[src/rtl/median_line_buffer.sv]
// Ring-buffer line delay: odata is idata from exactly LENGTH ce steps earlier.
// Optional MEDIAN_LB_ZERO_FILL_EN forces odata to zero until the line is full.
module median_line_buffer #(
    parameter int N      = 8,
    parameter int LENGTH = 64,
    parameter int ADDR_W = $clog2(LENGTH)
) (
    input  logic         clk,
    input  logic         rst,
    input  logic         ce,
    input  logic [N-1:0] idata,
    output logic [N-1:0] odata,
    output logic         ovalid,
    output logic         owrap
);

    localparam int FW = ADDR_W + 1;
    localparam logic [ADDR_W-1:0] LAST = ADDR_W'(LENGTH - 1);
    localparam logic [FW-1:0]     FULL = FW'(LENGTH);

    logic [N-1:0]      mem [LENGTH];
    logic [ADDR_W-1:0] wptr;
    logic [FW-1:0]     fill;
    logic              full;
    logic              wr;
    logic [N-1:0]      rd;

    assign full = (fill == FULL);
    assign wr   = ce && !rst;
    assign rd   = mem[wptr];

    // Memory carries no reset so it maps onto read-first RAM.
    always_ff @(posedge clk) begin
        if (wr) begin
            mem[wptr] <= idata;
        end
    end

    always_ff @(posedge clk) begin
        if (rst) begin
            wptr   <= '0;
            fill   <= '0;
            odata  <= '0;
            ovalid <= 1'b0;
            owrap  <= 1'b0;
        end else if (ce) begin
            wptr   <= (wptr == LAST) ? '0 : wptr + 1'b1;
            if (!full) begin
                fill <= fill + 1'b1;
            end
            ovalid <= full;
            owrap  <= (wptr == LAST);
`ifdef MEDIAN_LB_ZERO_FILL_EN
            odata  <= full ? rd : '0;
`else
            odata  <= rd;
`endif
        end else begin
            owrap  <= 1'b0;
        end
    end

endmodule

[config.mk]
export PLATFORM = sky130hd
export DESIGN_NAME = median_line_buffer
export DESIGN_NICKNAME = d
export VERILOG_FILES = /design/src/rtl/median_line_buffer.sv
export SDC_FILE = /design/constraint.sdc
export NUM_CORES = 1
export LEC_CHECK = 0
export CORE_MARGIN = 2
export CORE_UTILIZATION = 50
export DETAILED_ROUTE_END_ITERATION = 7
export GPL_ROUTABILITY_DRIVEN = 0
export GPL_TIMING_DRIVEN = 0
export PLACE_DENSITY = 0.64
export SYNTH_ARGS = -nofsm -noshare
export SYNTH_HDL_FRONTEND = slang
export SYNTH_SLANG_ARGS = --single-unit
[constraint.sdc]
create_clock -name clk -period 3.16 [get_ports clk]
set_input_delay 0.632 -clock clk [delete_from_list [all_inputs] [get_ports clk]]
set_output_delay 0.632 -clock clk [all_outputs]
set_load 0.01 [all_outputs]
Word-level counts from Yosys, hierarchy flattened. Memory sizes are Yosys's and may differ from the RTL's. A register that Yosys moved wholly into a read port is not among the register bits. Index checks and enable logic that the tools add are counted.

Register bits: 15. RAM bits: 512. Input port bits: 11. Output and inout port bits: 10. Logic and storage cells: 18. Memories: 1.

Memories: mem (depth 64, bits a word 8, rd ports 1, clocked after memory_dff 1, write ports 1, RTL line 21) `logic [N-1:0] mem [LENGTH];`.

Add/subtract/negate cells: 2. Eq/ne operators: 2. Muxes and demuxes: 3. Bitwise gates (word level): 2. Reductions and logical operators: 4.

Operators by type and width (count): adder 7 x 1 -> 7 bit (second input constant) (1); equality test 7 bit (second input constant) (1); adder 6 x 1 -> 6 bit (second input constant) (1); equality test 6 bit (second input constant) (1); 2-to-1 mux 6 bit (1); 2-to-1 mux 1 bit (2); inverter 1 bit (2); AND reduction 2 bit (1); OR reduction 2 bit (1); logical AND 1 bit (1); logical NOT 1 bit (1).

Longest topological paths before layout. Gate-level depths: netlist (run 1).

Depth in word-level cells: 4. Mapped depth: 10. Depth with buffers taken out: 7.

Worst setup path after synthesis (run 1). OpenSTA, ideal clock, no wires.

Kind: reg2reg. Start: register wptr[2]. End: memory mem[63][0], enable pin. Library setup time: 0.370 ns. Arrival: 1.920 ns. Required time: 2.790 ns. Setup slack: 0.870 ns. Stages on the path, launching flop included: 8. Path buffers: 4. Clock period less this slack: 2.290 ns. Path through: dfxtp_1 > buf_2 > buf_4 > buf_4 > nand2_1 > or3_1 > clkbuf_1 > nor2_1.

RTL lines: start, declared (RTL line 22) `logic [ADDR_W-1:0] wptr;`; start signal, assigned (RTL line 47) `wptr <= (wptr == LAST) ? '0 : wptr + 1'b1;`; end, declared (RTL line 21).

Straight into the memory's write port.

==> load_flow_metrics.sql, run 1 <==
INSERT INTO impl_metrics (metric_group, metric, value, unit) VALUES
('yosys', 'syn_avg_cell_area', '17.7', 'um2'),
('critical_path', 'crit_path_end_kind', 'flop', ''),
('yosys', 'number_of_different_library_cells_in_the_post_synthesis_netlist', '65', ''),
('cells_and_area', 'drive_above_1_share', '24.6', '%'),
('timing', 'timing.fmax', '303', 'MHz'),
('drt', 'detail_route.vias_per_cell', '6.56', ''),
('grt', 'antenna_found_initial', '2', ''),
('yosys', 'synth.top_cell.area_share', '73.1', '%'),
('yosys', 'post_synth_main_area_contributors', 'edfxtp_1 73%, mux4_2 5.4%, mux2i_1 2.8%, dfxtp_1 2.2%, mux2_2 2.1%', ''),
('floorplanning', 'floorplan.initialDensity', '50.4', '%'),
('place', 'port-buffer-count', '19', ''),
('cts', 'clock_tree.buffer_depth', '3', ''),
('flow_run', 'cap_viol_max_count', '0', ''),
('yosys', 'yosysSeqAreaShare', '75.3', '%'),
('grt', 'pin_count_of_the_biggest_net_entering_global_routing', '47', ''),
('yosys', 'synth_cells', '1191', ''),
('floorplanning', 'placement_rows', '75', ''),
('timing', 'timing.hold.ws', '0.500', 'ns'),
('floorplanning', 'ioPinCount', '21', ''),
('grt', 'remaining_global_route_overflow', '0', ''),
('critical_path', 'timing.critical_path.required', '3.60', 'ns'),
('place', 'post-dp-hpwl', '38.9', 'mm'),
('timing', 'clock-skew-final', '0.0159', 'ns'),
('timing', 'layout_setup_ws', '-0.145', 'ns'),
('timing', 'worst_slew_margin_rel', '21.1', '%'),
('floorplanning', 'fp.dieArea', '0.0437', 'mm2'),
('drt', 'drt-pass1-iter-count', '5', ''),
('yosys', 'synth_commonest_cells', '512 x edfxtp_1, 105 x nor2_1, 59 x mux2i_1', ''),
('yosys', 'postSynthNetCount', '1205', ''),
('cells_and_area', 'finalNetCount', '1289', ''),
('timing', 'worst_slew_pin_slew', '1.18', 'ns'),
('yosys', 'yosys_most_used_dff', 'edfxtp_1', ''),
('cts', 'clkSlewWorstSetupHoldPaths', '0.06', 'ns'),
('power_and_ir_drop', 'p_clk_share', '41.5', '%'),
('timing', 'finalMaxSlewViolations', '0', ''),
('cts', 'clock_latency', '0.59', 'ns'),
('floorplanning', 'area_of_the_placeable_core', '0.0418', 'mm2'),
('yosys', 'post_synth_instance_area', '0.0210', 'mm2'),
('worst_hold_path', 'hold_path.class', 'reg -> reg', ''),
('yosys', 'synth.yosys.warnings', '0', ''),
('critical_path', 'cp_class', 'reg -> reg', ''),
('cells_and_area', 'insertedDiodeCount', '0', ''),
('floorplanning', 'chipWidth', '209', 'um'),
('grt', 'grt_pass1_vias', '12000', ''),
('cts', 'clock_sink_count', '535', ''),
('power_and_ir_drop', 'switching_share', '22.0', '%'),
('timing', 'timing.setup.tns', '-0.145', 'ns'),
('power_and_ir_drop', 'static-leakage-power', '7.44', 'nW'),
('yosys', 'yosys_register_bits', '535', ''),
('timing', 'rsz0062_at_grt', 'true', ''),
('power_and_ir_drop', 'p_seq_share', '52.4', '%'),
('cts', 'cts_tree', 'done', ''),
('drt', 'detail_route.iter0.violations', '1956', ''),
('critical_path', 'critical_path_arrival', '3.74', 'ns'),
('drt', 'via_count', '12200', ''),
('timing', 'final_report_hold_violation_count', '0', ''),
('power_and_ir_drop', 'power.switching', '3.28', 'mW'),
('yosys', 'synthArstFlopShare', '0', '%'),
('drt', 'totalWireLength', '60.0', 'mm'),
('power_and_ir_drop', 'power_frac_comb', '6.1', '%'),
('yosys', 'post-synth-top-area-cell', 'edfxtp_1', ''),
('cts', 'numCtsBuffers', '54', ''),
('critical_path', 'critPathMaxFanout', '10', ''),
('power_and_ir_drop', 'power.internal', '11.6', 'mW'),
('grt', 'groute.usage.overall', '27.7', '%'),
('critical_path', 'critical_path.startpoint_type', 'flop', ''),
('power_and_ir_drop', 'vdd_drop_max', '657', 'uV'),
('yosys', 'yosys.cell_count.top_type', 'edfxtp_1', ''),
('cts', 'cts_max_level', '2', ''),
('drt', 'detail_route.wl_per_cell', '32.3', 'um'),
('grt', 'first_pass_grt_wire_length', '85.1', 'mm'),
('power_and_ir_drop', 'power_density_over_cell_area', '614', 'mW/mm2'),
('cells_and_area', 'area.growth.synth_to_final', '15.2', '%'),
('status', 'violations_in_the_final_reports', 'negative setup slack', ''),
('yosys', 'count_of_flip_flops_with_a_built_in_enable_after_synthesis', '512', ''),
('cts', 'clock_tree.root_cell', 'clkbuf_16', ''),
('drt', 'route.detailed.drc', '0', ''),
('timing', 'final.min_clock_period', '3.30', 'ns'),
('timing', 'finalSetupViolations', '1', ''),
('status', 'status', 'complete, but fails checks', ''),
('timing', 'timing.final.crit_share', '105', '%'),
('drt', 'antenna_violating_nets_post_route', '0', ''),
('floorplanning', 'dieHeight', '209', 'um');
path summary, 6_finish.rpt:
check,slack (ns),to,startpoint,depth (start not counted)
setup / recovery,-0.14,odata[4],wptr[2],7
hold / removal,0.50,fill[1],fill[1],2
setup reg to reg,-0.14,odata[4],wptr[2],7
hold reg to reg,0.50,fill[1],fill[1],2
worst max-delay path, stage by stage (launching register included):
cell       delay (ns)
dfxtp_1          0.38
buf_2            0.35
clkinv_1         0.46
clkbuf_2         0.47
o211ai_1         0.32
o221ai_1         0.20
a2111oi_0        0.79
a31oi_1          0.17
timing repair:
item / 4_1_cts / 5_1_grt
setup buffers: 2 / 0
resized for setup: 125 / 15
hold buffers: 0 / 0
pin swaps: 2 / 0
cloned: 0 / 0
setup endpoints to repair: 513 / 285
placed cells by master, fill, tap and decap left out, drive strengths merged, types with 17 or more instances in the layout:
master,instances
buf,65
o22ai,17
clkinv,31
nor2,107
a221oi,49
o21ai,18
mux2,40
mux2i,59
nand2,36
edfxtp,512
mux4,50
a22oi,23
a21oi,35
clkbuf,92
dfxtp,23
layout make-up:
cell class,instances,area (um2)
plain buffers,73,405
clock buffers,66,1470
clock inverters,34,231
fillers,3160,17500
inverters,7,26.3
multi-input cells,575,5250
flip-flops and latches,535,15800
well taps,539,674
repair buffers,29,345
state kept, by name (all words and copies together) (netlist names):
name,flops
ovalid,1
owrap,1
fill,7
odata,8
mem,512
wptr,6
cells by family (layout without fill, tap and decap cells):
family / after synthesis / after routing / synth area share, %
DFF: 535 / 535 / 75.3
and+or+nand+nor: 210 / 210 / 4.69
AOI/OAI and AO/OA: 207 / 207 / 7.26
muxes: 149 / 149 / 10.3
buffers and inverters: 81 / 209 / 2.03
xor gates and xnor gates: 6 / 6 / 0.250
adders and majority gates: 3 / 3 / 0.178
power groups by stage:
stage,logic (mW),registers (mW),clock network [mW]
3_3_place_gp,0.838,7.97,0
4_1_cts,0.882,7.80,6.20
6_report,0.902,7.80,6.18
5_1_grt,0.931,7.80,6.47
3_5_place_dp,0.870,7.95,0
2_1_floorplan,0.431,7.95,0
stage by stage:
step	utilization (%)	area [um2]	cells	total power, mW	setup WS (ns)
2_1_floorplan	-	21000	1191	8.38	0.870
3_3_place_gp	52.4	21900	1749	8.81	-0.768
3_5_place_dp	52.7	22000	1757	8.82	-0.766
4_1_cts	57.9	24200	1858	14.9	-0.0251
5_1_grt	58.0	24200	1858	15.2	-0.0373
6_report	58.0	24200	1858	14.9	-0.145
per-layer routing:
| metal | share of wire (%) | track usage [%] | routed length [um] | vias to the layer above |
|---|---|---|---|---|
| met3 | 10 | 5.06 | 5980 | 147 |
| met5 | 0 | 0 | 0 | - |
| met2 | 47 | 43.7 | 28200 | 738 |
| met1 | 39 | 38.7 | 23500 | 6264 |
| met4 | 3.9 | 10.8 | 2360 | 0 |
| li1 | - | - | - | 5042 |
Note: power is estimated with default switching activity, not from simulation.
==> run 2: changes to the inputs <==
--- a/config.mk
+++ b/config.mk
@@ -11,6 +11,7 @@
 export GPL_ROUTABILITY_DRIVEN = 0
 export GPL_TIMING_DRIVEN = 0
 export PLACE_DENSITY = 0.64
+export SLEW_MARGIN = 20
 export SYNTH_ARGS = -nofsm -noshare
 export SYNTH_HDL_FRONTEND = slang
 export SYNTH_SLANG_ARGS = --single-unit
==> load_flow_metrics.sql, run 2 (same netlist as run 1, synthesis figures left out) <==
INSERT INTO impl_metrics (metric_group, metric, value, unit) VALUES
('drt', 'via_count', '12200', ''),
('grt', 'groute.usage.overall', '27.5', '%'),
('drt', 'detail_route.wl_per_cell', '32.3', 'um'),
('cells_and_area', 'finalNetCount', '1284', ''),
('floorplanning', 'fp.dieArea', '0.0437', 'mm2'),
('place', 'port-buffer-count', '19', ''),
('critical_path', 'timing.critical_path.required', '3.40', 'ns'),
('critical_path', 'cp_class', 'reg -> reg', ''),
('cells_and_area', 'largest_register_ff_count', '512', ''),
('status', 'violations_in_the_final_reports', 'negative setup slack', ''),
('critical_path', 'critical_path_arrival', '3.53', 'ns'),
('timing', 'clock-skew-final', '0.0124', 'ns'),
('worst_hold_path', 'hold_path_startpoint', 'fill[1]', ''),
('power_and_ir_drop', 'static-leakage-power', '7.36', 'nW'),
('power_and_ir_drop', 'p_seq_share', '52.5', '%'),
('drt', 'antenna_violating_nets_post_route', '0', ''),
('timing', 'timing.setup.tns', '-6.72', 'ns'),
('critical_path', 'reg2reg_to', 'mem[38][6]', ''),
('cts', 'clock_sink_count', '535', ''),
('critical_path', 'critical_path.startpoint_type', 'flop', ''),
('grt', 'pin_count_of_the_biggest_net_entering_global_routing', '65', ''),
('timing', 'rsz0062_at_grt', 'true', ''),
('power_and_ir_drop', 'power.internal', '11.6', 'mW'),
('timing', 'timing.fmax', '304', 'MHz'),
('cells_and_area', 'insertedDiodeCount', '0', ''),
('floorplanning', 'ioPinCount', '21', ''),
('grt', 'grt_pass1_vias', '11900', ''),
('drt', 'totalWireLength', '59.8', 'mm'),
('cells_and_area', 'drive_above_1_share', '24.5', '%'),
('floorplanning', 'floorplan.initialDensity', '50.4', '%'),
('timing', 'layout_setup_ws', '-0.127', 'ns'),
('floorplanning', 'chipWidth', '209', 'um'),
('cts', 'clkSlewWorstSetupHoldPaths', '0.06', 'ns'),
('place', 'post-dp-hpwl', '38.3', 'mm'),
('critical_path', 'worst-r2r-cell-count', '5', ''),
('cts', 'cts_hold_buffers', '0', ''),
('critical_path', 'crit_path_end_kind', 'flop', ''),
('worst_hold_path', 'worstHoldPathCells', '2', ''),
('power_and_ir_drop', 'design_power_total', '14.9', 'mW'),
('cells_and_area', 'most_flops_register', 'mem', ''),
('power_and_ir_drop', 'p_clk_share', '41.5', '%'),
('timing', 'worst_slew_margin_rel', '22.6', '%'),
('cells_and_area', 'layout_common_cells', '512 x edfxtp_1, 58 x mux2i_1, 57 x clkbuf_16', ''),
('cts', 'clock_latency', '0.59', 'ns'),
('cts', 'cts_tree', 'done', ''),
('power_and_ir_drop', 'switching_share', '22.1', '%'),
('timing', 'final.min_clock_period', '3.29', 'ns'),
('worst_hold_path', 'holdPathEnd', 'fill[1]', ''),
('timing', 'finalMaxSlewViolations', '0', ''),
('timing', 'final_report_hold_violation_count', '0', ''),
('grt', 'first_pass_grt_wire_length', '84.8', 'mm'),
('timing', 'timing.final.crit_share', '104', '%'),
('drt', 'detail_route.iter0.violations', '1794', ''),
('cts', 'post_cts_buffers', '0', ''),
('grt', 'remaining_global_route_overflow', '0', ''),
('timing', 'finalSetupViolations', '73', ''),
('cells_and_area', 'area.growth.synth_to_final', '14.8', '%'),
('cts', 'clock_tree.root_cell', 'clkbuf_16', ''),
('floorplanning', 'placement_rows', '75', ''),
('power_and_ir_drop', 'power.switching', '3.28', 'mW'),
('power_and_ir_drop', 'vdd_drop_max', '445', 'uV'),
('critical_path', 'worst_r2r_startpoint', 'wptr[2]', ''),
('flow_run', 'cap_viol_max_count', '0', ''),
('power_and_ir_drop', 'power_frac_comb', '6.0', '%'),
('worst_hold_path', 'hold_path.class', 'reg -> reg', ''),
('critical_path', 'critPathMaxFanout', '10', ''),
('cts', 'clock_tree.buffer_depth', '3', ''),
('drt', 'detail_route.vias_per_cell', '6.60', ''),
('timing', 'timing.hold.ws', '0.497', 'ns'),
('cells_and_area', 'biggestRegsByFlops', 'mem x512, odata x8, fill x7', ''),
('drt', 'route.detailed.drc', '0', ''),
('cts', 'numCtsBuffers', '54', ''),
('status', 'status', 'complete, but fails checks', ''),
('cells_and_area', 'mostFrequentLayoutCell', 'edfxtp_1', ''),
('grt', 'antenna_found_initial', '2', ''),
('floorplanning', 'dieHeight', '209', 'um'),
('place', 'setup_ws_pre_cts', '-0.772', 'ns'),
('cts', 'cts_max_level', '2', ''),
('drt', 'drt-pass1-iter-count', '6', ''),
('timing', 'worst_slew_pin_slew', '1.16', 'ns'),
('floorplanning', 'area_of_the_placeable_core', '0.0418', 'mm2'),
('critical_path', 'timing.reg2reg.setup_slack', '-0.13', 'ns'),
('power_and_ir_drop', 'power_density_over_cell_area', '615', 'mW/mm2');
==> run 2: cell types whose count changed in the layout (fill, tap and decap cells not counted), sizes merged <==
cell / before / now
clkinv: 31 / 30
clkbuf: 92 / 91
buf: 65 / 60
==> run 2: cell type report <==
type / count / area, um2
repair buffers: 24 / 265
well taps: 539 / 674
clock buffers: 65 / 1460
plain buffers: 73 / 405
clock inverters: 33 / 231
inverters: 7 / 26.3
multi-input cells: 575 / 5260
flip-flops and latches: 535 / 15800
fillers: 3176 / 17600
==> run 2: worst max-delay path by stage <==
stage            start  slack [ns]         end
2_1_floorplan  wptr[2]        0.87  mem[63][0]
6_report       wptr[2]       -0.13  mem[38][6]
3_5_place_dp   wptr[2]       -0.77  mem[54][0]
5_1_grt        wptr[0]       -0.10  mem[60][2]
4_1_cts        wptr[0]       -0.12  mem[21][6]
3_3_place_gp   wptr[2]       -0.77  mem[54][0]
==> run 2: power groups by stage <==
stage | clock, mW | combinational (mW) | sequential [mW]
CTS | 6.19 | 0.873 | 7.80
finish | 6.16 | 0.891 | 7.80
detailed placement | 0 | 0.862 | 7.95
floorplan | 0 | 0.431 | 7.95
global route | 6.47 | 0.920 | 7.80
global placement | 0 | 0.838 | 7.97
==> run 2: metal layers <==
layer | part of all wire (%) | vias to the layer above | global-route usage (%)
li1 | - | 5033 | -
met5 | 0 | - | 0
met1 | 38 | 6243 | 38.7
met2 | 47 | 796 | 43.1
met4 | 4.1 | 0 | 11.0
met3 | 11 | 152 | 4.93
==> run 2: per-stage QoR <==
stage          std cells  area [um2]  utilization [%]
2_1_floorplan       1191       21000                -
5_1_grt             1851       24200             57.8
4_1_cts             1851       24100             57.7
3_5_place_dp        1754       22000             52.6
6_report            1851       24200             57.8
3_3_place_gp        1749       21900             52.4
==> run 2: critical path, stage by stage (launching register included) <==
cell	delay (ns)
dfxtp_1	0.39
buf_2	0.34
clkinv_1	0.44
nor2_2	0.69
nand2_2	0.59
nor2_4	0.48
==> run 2: repair_timing <==
item                                    4_1_cts  5_1_grt
pin swaps                                     1        0
resized for setup                           121       18
endpoints found under the setup margin      514      385
